===== src/rtl/cska_pkg.sv =====
// Shared types and elaboration helpers for the pipelined carry-skip adder.
// Holds the per-stage control record and the sizing functions used by the top.
// No logic lives here.
package cska_pkg;

    // Skip groups narrower than this have no propagate chain worth skipping.
    localparam int MIN_BLOCK = 2;

    // Control part of one pipeline stage register.
    typedef struct packed {
        logic valid;         // stage holds a real beat, not a bubble
        logic carry;         // carry into the next group; raw carry-out at the last stage
        logic msb_carry_in;  // carry into the MSB, only meaningful at the last stage
    } stage_ctl_t;

    // Number of skip groups, which is also the pipeline depth.
    function automatic int ng(input int width, input int block);
        return width / block;
    endfunction

    // Leftover operand bits shrink by one group per stage, so all stages share
    // one triangular store. Stage j keeps (ngrp-1-j)*block bits starting here.
    function automatic int rem_off(input int j, input int ngrp, input int block);
        return block * (j * (ngrp - 1) - (j * (j - 1)) / 2);
    endfunction

    // Total width of the triangular store (kept at least one bit wide).
    function automatic int rem_width(input int ngrp, input int block);
        return (ngrp > 1) ? (block * ngrp * (ngrp - 1)) / 2 : 1;
    endfunction

endpackage


===== src/rtl/cska_pipe_if.sv =====
// Operand and result streams of the pipelined adder, both valid/ready.
// master: the client that supplies operands and consumes results.
// slave: the adder itself.
interface cska_pipe_if #(
    parameter int WIDTH = 32
);
    logic             in_valid;
    logic             in_ready;
    logic [WIDTH-1:0] in_a;
    logic [WIDTH-1:0] in_b;
    logic             in_cin;
    logic             in_sub;

    logic             out_valid;
    logic             out_ready;
    logic [WIDTH-1:0] out_sum;
    logic             out_cout;
    logic             out_ovf;

    modport master (
        output in_valid, in_a, in_b, in_cin, in_sub, out_ready,
        input  in_ready, out_valid, out_sum, out_cout, out_ovf
    );

    modport slave (
        input  in_valid, in_a, in_b, in_cin, in_sub, out_ready,
        output in_ready, out_valid, out_sum, out_cout, out_ovf
    );
endinterface


===== src/rtl/cska_group.sv =====
// One BLOCK-bit skip group: ripple sum plus propagate-controlled carry bypass.
// Latency: purely combinational, no state.
// Backpressure: none; the enclosing pipeline stage decides when results are captured.
module cska_group #(
    parameter int BLOCK = 4
) (
    input  logic [BLOCK-1:0] a,
    input  logic [BLOCK-1:0] b,
    input  logic             cin,
    output logic [BLOCK-1:0] sum,
    output logic             cout,
    output logic             cmsb
);

    logic [BLOCK:0]   c;
    logic [BLOCK-1:0] p;
    logic             prop;

    // Bit-serial ripple through the group, recording every internal carry.
    always_comb begin
        c    = '0;
        sum  = '0;
        p    = a ^ b;
        c[0] = cin;
        for (int i = 0; i < BLOCK; i++) begin
            sum[i]   = p[i] ^ c[i];
            c[i+1]   = (a[i] & b[i]) | (p[i] & c[i]);
        end
    end

    // When every bit propagates the ripple result equals cin anyway, so taking
    // cin directly is exact (no false carry) and cuts the ripple off the path.
    assign prop = &p;
    assign cout = prop ? cin : c[BLOCK];
    assign cmsb = c[BLOCK-1];

endmodule


===== src/rtl/cska_pipe.sv =====
// Pipelined carry-skip adder/subtractor, one skip group resolved per stage.
// Latency: WIDTH/BLOCK edges from accept to out_valid, one beat per cycle.
// Backpressure: whole pipe advances only when the output is empty or taken; in_ready mirrors that.
module cska_pipe
    import cska_pkg::*;
#(
    parameter int WIDTH = 32,
    parameter int BLOCK = 4
) (
    input  logic       clk,
    input  logic       rst,
    cska_pipe_if.slave bus
);

    localparam int NG    = ng(WIDTH, BLOCK);
    localparam int REM_W = rem_width(NG, BLOCK);

    if (((WIDTH % BLOCK) != 0) || (BLOCK < MIN_BLOCK)) begin : g_bad_params
        $error("cska_pipe: WIDTH must be a multiple of BLOCK and BLOCK must be >= %0d", MIN_BLOCK);
    end

    logic             adv;
    logic [WIDTH-1:0] b_eff;
    logic             c0;

    // Group-level combinational signals, index = group number.
    logic [BLOCK-1:0] g_a   [NG];
    logic [BLOCK-1:0] g_b   [NG];
    logic [BLOCK-1:0] g_sum [NG];
    logic             g_cin [NG];
    logic             g_cout[NG];
    logic             g_cmsb[NG];

    // Stage register j sits after group j; register NG-1 drives the outputs.
    stage_ctl_t       ctl_q  [NG];
    stage_ctl_t       nxt_ctl[NG];
    logic [WIDTH-1:0] sum_q  [NG];
    logic [WIDTH-1:0] nxt_sum[NG];

    // Operand slices not yet consumed, packed triangularly across stages.
    logic [REM_W-1:0] a_rem_q;
    logic [REM_W-1:0] b_rem_q;
    logic [REM_W-1:0] nxt_a_rem;
    logic [REM_W-1:0] nxt_b_rem;

    // Subtraction folds into addition of the inverted operand with inverted borrow.
    assign b_eff = bus.in_sub ? ~bus.in_b : bus.in_b;
    assign c0    = bus.in_cin ^ bus.in_sub;

    // Every stage moves in lockstep, so one advance term covers the whole pipe.
    assign adv          = !ctl_q[NG-1].valid || bus.out_ready;
    assign bus.in_ready = adv;

    for (genvar j = 0; j < NG; j++) begin : g_stage
        // Leftover operand width once group j has been consumed.
        localparam int RW = WIDTH - (j + 1) * BLOCK;

        if (j == 0) begin : g_src
            assign g_a[j]   = bus.in_a[BLOCK-1:0];
            assign g_b[j]   = b_eff[BLOCK-1:0];
            assign g_cin[j] = c0;
            assign nxt_sum[j] = WIDTH'(g_sum[j]);
            assign nxt_ctl[j] = stage_ctl_t'{
                valid:        bus.in_valid,
                carry:        g_cout[j],
                msb_carry_in: (j == NG - 1) ? g_cmsb[j] : 1'b0
            };
            if (j < NG - 1) begin : g_rem
                assign nxt_a_rem[rem_off(j, NG, BLOCK) +: RW] = bus.in_a[WIDTH-1:BLOCK];
                assign nxt_b_rem[rem_off(j, NG, BLOCK) +: RW] = b_eff[WIDTH-1:BLOCK];
            end
        end else begin : g_src
            assign g_a[j]   = a_rem_q[rem_off(j - 1, NG, BLOCK) +: BLOCK];
            assign g_b[j]   = b_rem_q[rem_off(j - 1, NG, BLOCK) +: BLOCK];
            assign g_cin[j] = ctl_q[j-1].carry;
            // Upper sum bits are still zero here, so OR-ing in the new slice is exact.
            assign nxt_sum[j] = sum_q[j-1] | (WIDTH'(g_sum[j]) << (j * BLOCK));
            assign nxt_ctl[j] = stage_ctl_t'{
                valid:        ctl_q[j-1].valid,
                carry:        g_cout[j],
                msb_carry_in: (j == NG - 1) ? g_cmsb[j] : 1'b0
            };
            if (j < NG - 1) begin : g_rem
                assign nxt_a_rem[rem_off(j, NG, BLOCK) +: RW] =
                    a_rem_q[rem_off(j - 1, NG, BLOCK) + BLOCK +: RW];
                assign nxt_b_rem[rem_off(j, NG, BLOCK) +: RW] =
                    b_rem_q[rem_off(j - 1, NG, BLOCK) + BLOCK +: RW];
            end
        end

        cska_group #(
            .BLOCK (BLOCK)
        ) u_group (
            .a    (g_a[j]),
            .b    (g_b[j]),
            .cin  (g_cin[j]),
            .sum  (g_sum[j]),
            .cout (g_cout[j]),
            .cmsb (g_cmsb[j])
        );
    end

    if (NG == 1) begin : g_no_rem
        assign nxt_a_rem = '0;
        assign nxt_b_rem = '0;
    end

    // Shift all stages together on advance; reset clears everything, stalled or not.
    always_ff @(posedge clk) begin
        if (rst) begin
            for (int j = 0; j < NG; j++) begin
                ctl_q[j] <= '0;
                sum_q[j] <= '0;
            end
            a_rem_q <= '0;
            b_rem_q <= '0;
        end else if (adv) begin
            for (int j = 0; j < NG; j++) begin
                ctl_q[j] <= nxt_ctl[j];
                sum_q[j] <= nxt_sum[j];
            end
            a_rem_q <= nxt_a_rem;
            b_rem_q <= nxt_b_rem;
        end
    end

    assign bus.out_valid = ctl_q[NG-1].valid;
    assign bus.out_sum   = sum_q[NG-1];
    assign bus.out_cout  = ctl_q[NG-1].carry;
    assign bus.out_ovf   = ctl_q[NG-1].msb_carry_in ^ ctl_q[NG-1].carry;

endmodule


===== src/flat_wrapper.sv =====
// flat-port wrapper written by rule: the top's interface ports become plain ports
module cska_pipe_flat import cska_pkg::*;
#(
    parameter int WIDTH = 32,
    parameter int BLOCK = 4
)
  (clk, rst, bus_in_valid, bus_in_a, bus_in_b, bus_in_cin, bus_in_sub, bus_out_ready, bus_in_ready, bus_out_valid, bus_out_sum, bus_out_cout, bus_out_ovf);
  cska_pipe_if #(.WIDTH(WIDTH)) bus_i ();
  input  logic clk;
  input  logic rst;
  input wire logic [$bits(bus_i.in_valid)-1:0] bus_in_valid;
  input wire logic [$bits(bus_i.in_a)-1:0] bus_in_a;
  input wire logic [$bits(bus_i.in_b)-1:0] bus_in_b;
  input wire logic [$bits(bus_i.in_cin)-1:0] bus_in_cin;
  input wire logic [$bits(bus_i.in_sub)-1:0] bus_in_sub;
  input wire logic [$bits(bus_i.out_ready)-1:0] bus_out_ready;
  output wire logic [$bits(bus_i.in_ready)-1:0] bus_in_ready;
  output wire logic [$bits(bus_i.out_valid)-1:0] bus_out_valid;
  output wire logic [$bits(bus_i.out_sum)-1:0] bus_out_sum;
  output wire logic [$bits(bus_i.out_cout)-1:0] bus_out_cout;
  output wire logic [$bits(bus_i.out_ovf)-1:0] bus_out_ovf;
  assign bus_i.in_valid = bus_in_valid;
  assign bus_i.in_a = bus_in_a;
  assign bus_i.in_b = bus_in_b;
  assign bus_i.in_cin = bus_in_cin;
  assign bus_i.in_sub = bus_in_sub;
  assign bus_i.out_ready = bus_out_ready;
  assign bus_in_ready = bus_i.in_ready;
  assign bus_out_valid = bus_i.out_valid;
  assign bus_out_sum = bus_i.out_sum;
  assign bus_out_cout = bus_i.out_cout;
  assign bus_out_ovf = bus_i.out_ovf;
  cska_pipe #(.WIDTH(WIDTH), .BLOCK(BLOCK)) u_core (.clk(clk), .rst(rst), .bus(bus_i));
endmodule

===== config.mk =====
export PLATFORM = sky130hd
export DESIGN_NAME = cska_pipe_flat
export DESIGN_NICKNAME = d
export VERILOG_FILES = /design/src/rtl/cska_pkg.sv /design/src/rtl/cska_pipe_if.sv /design/src/rtl/cska_group.sv /design/src/rtl/cska_pipe.sv /design/src/flat_wrapper.sv
export SDC_FILE = /design/constraint.sdc
export NUM_CORES = 1
export LEC_CHECK = 0
export CAP_MARGIN = 25
export CORE_MARGIN = 3
export CORE_UTILIZATION = 45
export DETAILED_ROUTE_END_ITERATION = 16
export RECOVER_POWER = 100
export SETUP_SLACK_MARGIN = 0.5
export SKIP_CTS_REPAIR_TIMING = 1
export SYNTH_ARGS = -nofsm -noshare
export SYNTH_HDL_FRONTEND = slang
export SYNTH_HIERARCHICAL = 1
export SYNTH_SLANG_ARGS = --single-unit

===== constraint.sdc =====
create_clock -name clk -period 13.2 [get_ports clk]
set_input_delay 3.3 -clock clk [delete_from_list [all_inputs] [get_ports clk]]
set_output_delay 3.3 -clock clk [all_outputs]
set_load 0.05 [all_outputs]

==> flow_summary.html <==
<table>
<tr><th>Metric</th><th>Value</th></tr>
<tr><th colspan="2">Status</th></tr>
<tr><td>Result of the run</td><td>finished, violations left</td></tr>
<tr><td>Failing checks</td><td>capacitance limit, slew limit</td></tr>
<tr><th colspan="2">Route</th></tr>
<tr><td>Drt initial violations</td><td>580</td></tr>
<tr><td>Total detailed-routing wirelength</td><td>26100 µm</td></tr>
<tr><td>Vias per cell</td><td>around 4.7</td></tr>
<tr><td>Average wire per cell in the routed design</td><td>around 13 µm</td></tr>
<tr><td>First-pass iteration count of the detailed router</td><td>4</td></tr>
<tr><td>Count of unresolved DRC violations after routing</td><td>0</td></tr>
<tr><td>Overall via count from detail_route</td><td>roughly 9500</td></tr>
<tr><td>Antenna viol nets, final</td><td>0</td></tr>
<tr><th colspan="2">Setup path</th></tr>
<tr><td>Slowest stage cell on the critical path</td><td>clkbuf_1</td></tr>
<tr><td>Maximum single-stage delay on the critical path</td><td>3510 ps</td></tr>
<tr><td>CP dominant cell by count</td><td>clkbuf_1</td></tr>
<tr><td>Setup crit end kind</td><td>register</td></tr>
<tr><td>Biggest fanout along the worst timing path</td><td>around 130</td></tr>
<tr><td>Critical path launch point type</td><td>primary input</td></tr>
<tr><td>Kind of critical path</td><td>in2reg</td></tr>
<tr><td>Critical Path, Cell by Cell</td><td>clkbuf_1, nand2b_1, clkbuf_1</td></tr>
<tr><td>Required time at the endpoint of the critical path</td><td>between 10000 and 15000 ps</td></tr>
<tr><td>Arrival @ worst endpoint</td><td>10240 ps</td></tr>
<tr><th colspan="2">Place</th></tr>
<tr><td>Placement Cell Area</td><td>about 0.017 mm²</td></tr>
<tr><td>Input/output buffers</td><td>105</td></tr>
<tr><td>Final weighted congestion of routability-driven global placement</td><td>approximately 0.73</td></tr>
<tr><td>Post-detail-place hpwl</td><td>roughly 16000 µm</td></tr>
<tr><th colspan="2">Synth</th></tr>
<tr><td>Synth Cell Area</td><td>between 0.015 and 0.02 mm²</td></tr>
<tr><td>Synth Warn #</td><td>6</td></tr>
<tr><td>Post-synthesis average cell area</td><td>10.5 µm²</td></tr>
<tr><td>Number of enable flip-flop cells after synthesis</td><td>roughly 160</td></tr>
<tr><td>Flip-flop cell with the highest count after synthesis</td><td>dfxtp_1</td></tr>
<tr><td>Yosys cell types</td><td>26</td></tr>
<tr><td>Portion of the post-synthesis area used by sequential elements</td><td>roughly three fifths</td></tr>
<tr><td>Number of nets in the synthesized netlist</td><td>1617</td></tr>
<tr><td>Flop and latch count out of synthesis</td><td>just under 400</td></tr>
<tr><td>Async SR Flop Fraction</td><td>0%</td></tr>
<tr><td>Number of instances in the synthesized netlist</td><td>~1500</td></tr>
<tr><th colspan="2">Timing</th></tr>
<tr><td>Accumulated negative setup slack</td><td>0 ps</td></tr>
<tr><td>Rel. slew slack</td><td>-241%</td></tr>
<tr><td>Total count of max-transition violations in the final report</td><td>349</td></tr>
<tr><td>Final Setup Violations</td><td>0</td></tr>
<tr><td>Smallest hold slack</td><td>around 450 ps</td></tr>
<tr><td>Time the worst path needs with I/O delays and setup</td><td>slightly above 10000 ps</td></tr>
<tr><td>Clock Skew</td><td>12.8 ps</td></tr>
<tr><td>Unrepaired setup endpoints after global routing</td><td>no</td></tr>
<tr><td>Number of hold violations in the final report</td><td>0</td></tr>
<tr><td>Final period util</td><td>between 70% and 80%</td></tr>
<tr><td>Fmax</td><td>between 0.09 and 0.1 GHz</td></tr>
<tr><td>Transition time at the pin with the least slew margin</td><td>5110 ps</td></tr>
<tr><th colspan="2">CTS</th></tr>
<tr><td>CTS tree</td><td>done</td></tr>
<tr><td>Maximum number of buffers from clock root to sink</td><td>3</td></tr>
<tr><td>Clk pin slew, worst setup/hold paths</td><td>60 ps</td></tr>
<tr><td>Clock latency on the worst-skew pair</td><td>~530 ps</td></tr>
<tr><td>Num CTS Buffers</td><td>41</td></tr>
<tr><td>H-tree lvl count</td><td>2</td></tr>
<tr><td>Cell chosen for the clock root</td><td>clkbuf_16</td></tr>
<tr><td># clock sinks</td><td>between 300 and 400</td></tr>
<tr><th colspan="2">Final layout</th></tr>
<tr><td>Post-layout nets</td><td>1679</td></tr>
<tr><td>Number of diodes added for antenna fixing</td><td>0</td></tr>
<tr><td>Share of post-route cells with drive strength above 1</td><td>around 5%</td></tr>
<tr><td>Post-route design area</td><td>0.0180 mm²</td></tr>
<tr><td>Area growth, synth to finish</td><td>15.6%</td></tr>
<tr><td>Number of filler instances in the final layout</td><td>3026</td></tr>
<tr><th colspan="2">Global route</th></tr>
<tr><td>Sum of overflow across all layers after global routing</td><td>0</td></tr>
<tr><td>First-pass GRT wire length</td><td>around 43000 µm</td></tr>
<tr><td>Tot GR Track Use</td><td>~14%</td></tr>
<tr><td>Initial antenna violation count</td><td>0</td></tr>
<tr><td>Pin count of the biggest net entering global routing</td><td>roughly 200</td></tr>
<tr><td>Vias in the first global route</td><td>8859</td></tr>
<tr><th colspan="2">Floorplanning</th></tr>
<tr><td># rows</td><td>67</td></tr>
<tr><td>Horiz. Die Dim</td><td>around 190 µm</td></tr>
<tr><td>Area of the placeable core</td><td>0.0338 mm²</td></tr>
<tr><td>Area of the die</td><td>about 0.037 mm²</td></tr>
<tr><td>Height of the chip</td><td>~190 µm</td></tr>
<tr><td>I/O pin count</td><td>around 110</td></tr>
<tr><td>Initial core utilization</td><td>about 46%</td></tr>
<tr><th colspan="2">Power</th></tr>
<tr><td>Total power consumption of the routed design</td><td>between 2000 and 3000 µW</td></tr>
<tr><td>Static leakage</td><td>~0.0073 µW</td></tr>
<tr><td>Power per cell area</td><td>~140 mW/mm²</td></tr>
<tr><td>Max rail drop VDD</td><td>~0.086 mV</td></tr>
<tr><th colspan="2">Flow run</th></tr>
<tr><td>Number of maximum-capacitance constraint violations</td><td>5</td></tr>
<tr><th colspan="2">Hold path</th></tr>
<tr><td>Class of the most critical hold timing path</td><td>reg2reg</td></tr>
</table>
-- logic make-up after synthesis --
family	synth area share, %
buffers and inverters	5.53
adder cells (fa/ha/maj)	6.69
XOR/XNOR	1.91
flip-flops	59.9
multiplexers	0.579
AO/OA/AOI/OAI	8.27
AND/OR/NAND/NOR	17.1
-- final timing paths --
path | startpoint | to | slack (ps) | cells past startpoint
worst max-delay path | rst | u_core/sum_q[1][2] | 3060 | 3
worst min-delay path | u_core/a_rem_q[24] | u_core/a_rem_q[48] | 450 | 2
worst max register to register | u_core/ctl_q[1][10] | u_core/sum_q[1][2] | 9140 | 3
worst min register to register | u_core/a_rem_q[24] | u_core/a_rem_q[48] | 450 | 2
-- power by group --
group          switching, µW  internal, µW
logic                   55.2          52.4
registers               18.5          1270
clock network            450           687
total                    524          2010
-- cell type report --
| cell class | instances | area (µm²) | area share, % |
|---|---|---|---|
| tap | 448 | 561 | 3.12 |
| clock inverter | 12 | 138 | 0.765 |
| sequential | 385 | 9320 | 51.8 |
| timing repair buffer | 114 | 1130 | 6.28 |
| multi-input combinational | 922 | 5300 | 29.5 |
| inverter | 81 | 309 | 1.72 |
| clock buffer | 64 | 1230 | 6.86 |
-- stage by stage --
step	worst slack [ps]	cells	utilization (%)
final	3060	2026	53.3
after global routing	2090	2026	53.3
after CTS	4280	2026	53.6
after detailed placement	4270	1950	49.6
after global placement	4270	1948	49.4
after floorplan	5190	1483	-
-- flip-flops by register name, indices dropped and copies added, names as in the netlist --
name / cells
u_core/sum_q: 144
u_core/a_rem_q: 112
u_core/b_rem_q: 112
u_core/ctl_q: 17
-- layer usage --
layer | track usage, % | vias to the layer above | part of all wire [%]
met4 | 4.60 | 0 | 2.4
met2 | 21.7 | 138 | 44
met1 | 20.4 | 4349 | 49
li1 | - | 4930 | -
met5 | 0 | - | 0
met3 | 2.63 | 44 | 4.0
-- placed cells by master (no fill, tap or decap), types with 2 or more instances in the layout --
cell	count
a211oi_1	23
a211oi_2	5
a21oi_1	196
and2_0	55
and2_1	41
buf_4	4
bufinv_16	2
clkbuf_1	15
clkbuf_16	42
clkbuf_8	10
clkdlybuf4s50_1	68
clkinv_2	5
dfxtp_1	224
dlygate4sd3_1	35
edfxtp_1	161
fa_1	32
ha_1	32
inv_1	80
inv_6	3
mux2_1	8
nand2_1	392
nand4_1	8
nor2_1	29
nor2b_1	65
xnor2_1	28
xor2_1	6
-- worst max-delay path, delay by kind of cell --
kind / cells / cell delay, ps
buffers and inverters: 2 / 5480
AND/OR/NAND/NOR: 1 / 1360
-- Yosys cell counts, drive strengths merged, types with 6 or more instances --
library cell / n / area share [%]
nor2: 29 / 0.75
nand4: 8 / 0.32
a211oi: 28 / 2.0
buf: 69 / 2.9
mux2: 8 / 0.58
nor2b: 66 / 2.7
a21oi: 196 / 6.3
nand2: 392 / 9.5
dfxtp: 224 / 29
and2: 96 / 3.9
xnor2: 28 / 1.6
ha: 32 / 2.6
fa: 32 / 4.1
clkbuf: 26 / 0.68
inv: 81 / 2.0
edfxtp: 161 / 31
xor2: 6 / 0.34
Power figures use the tool's default switching activity.
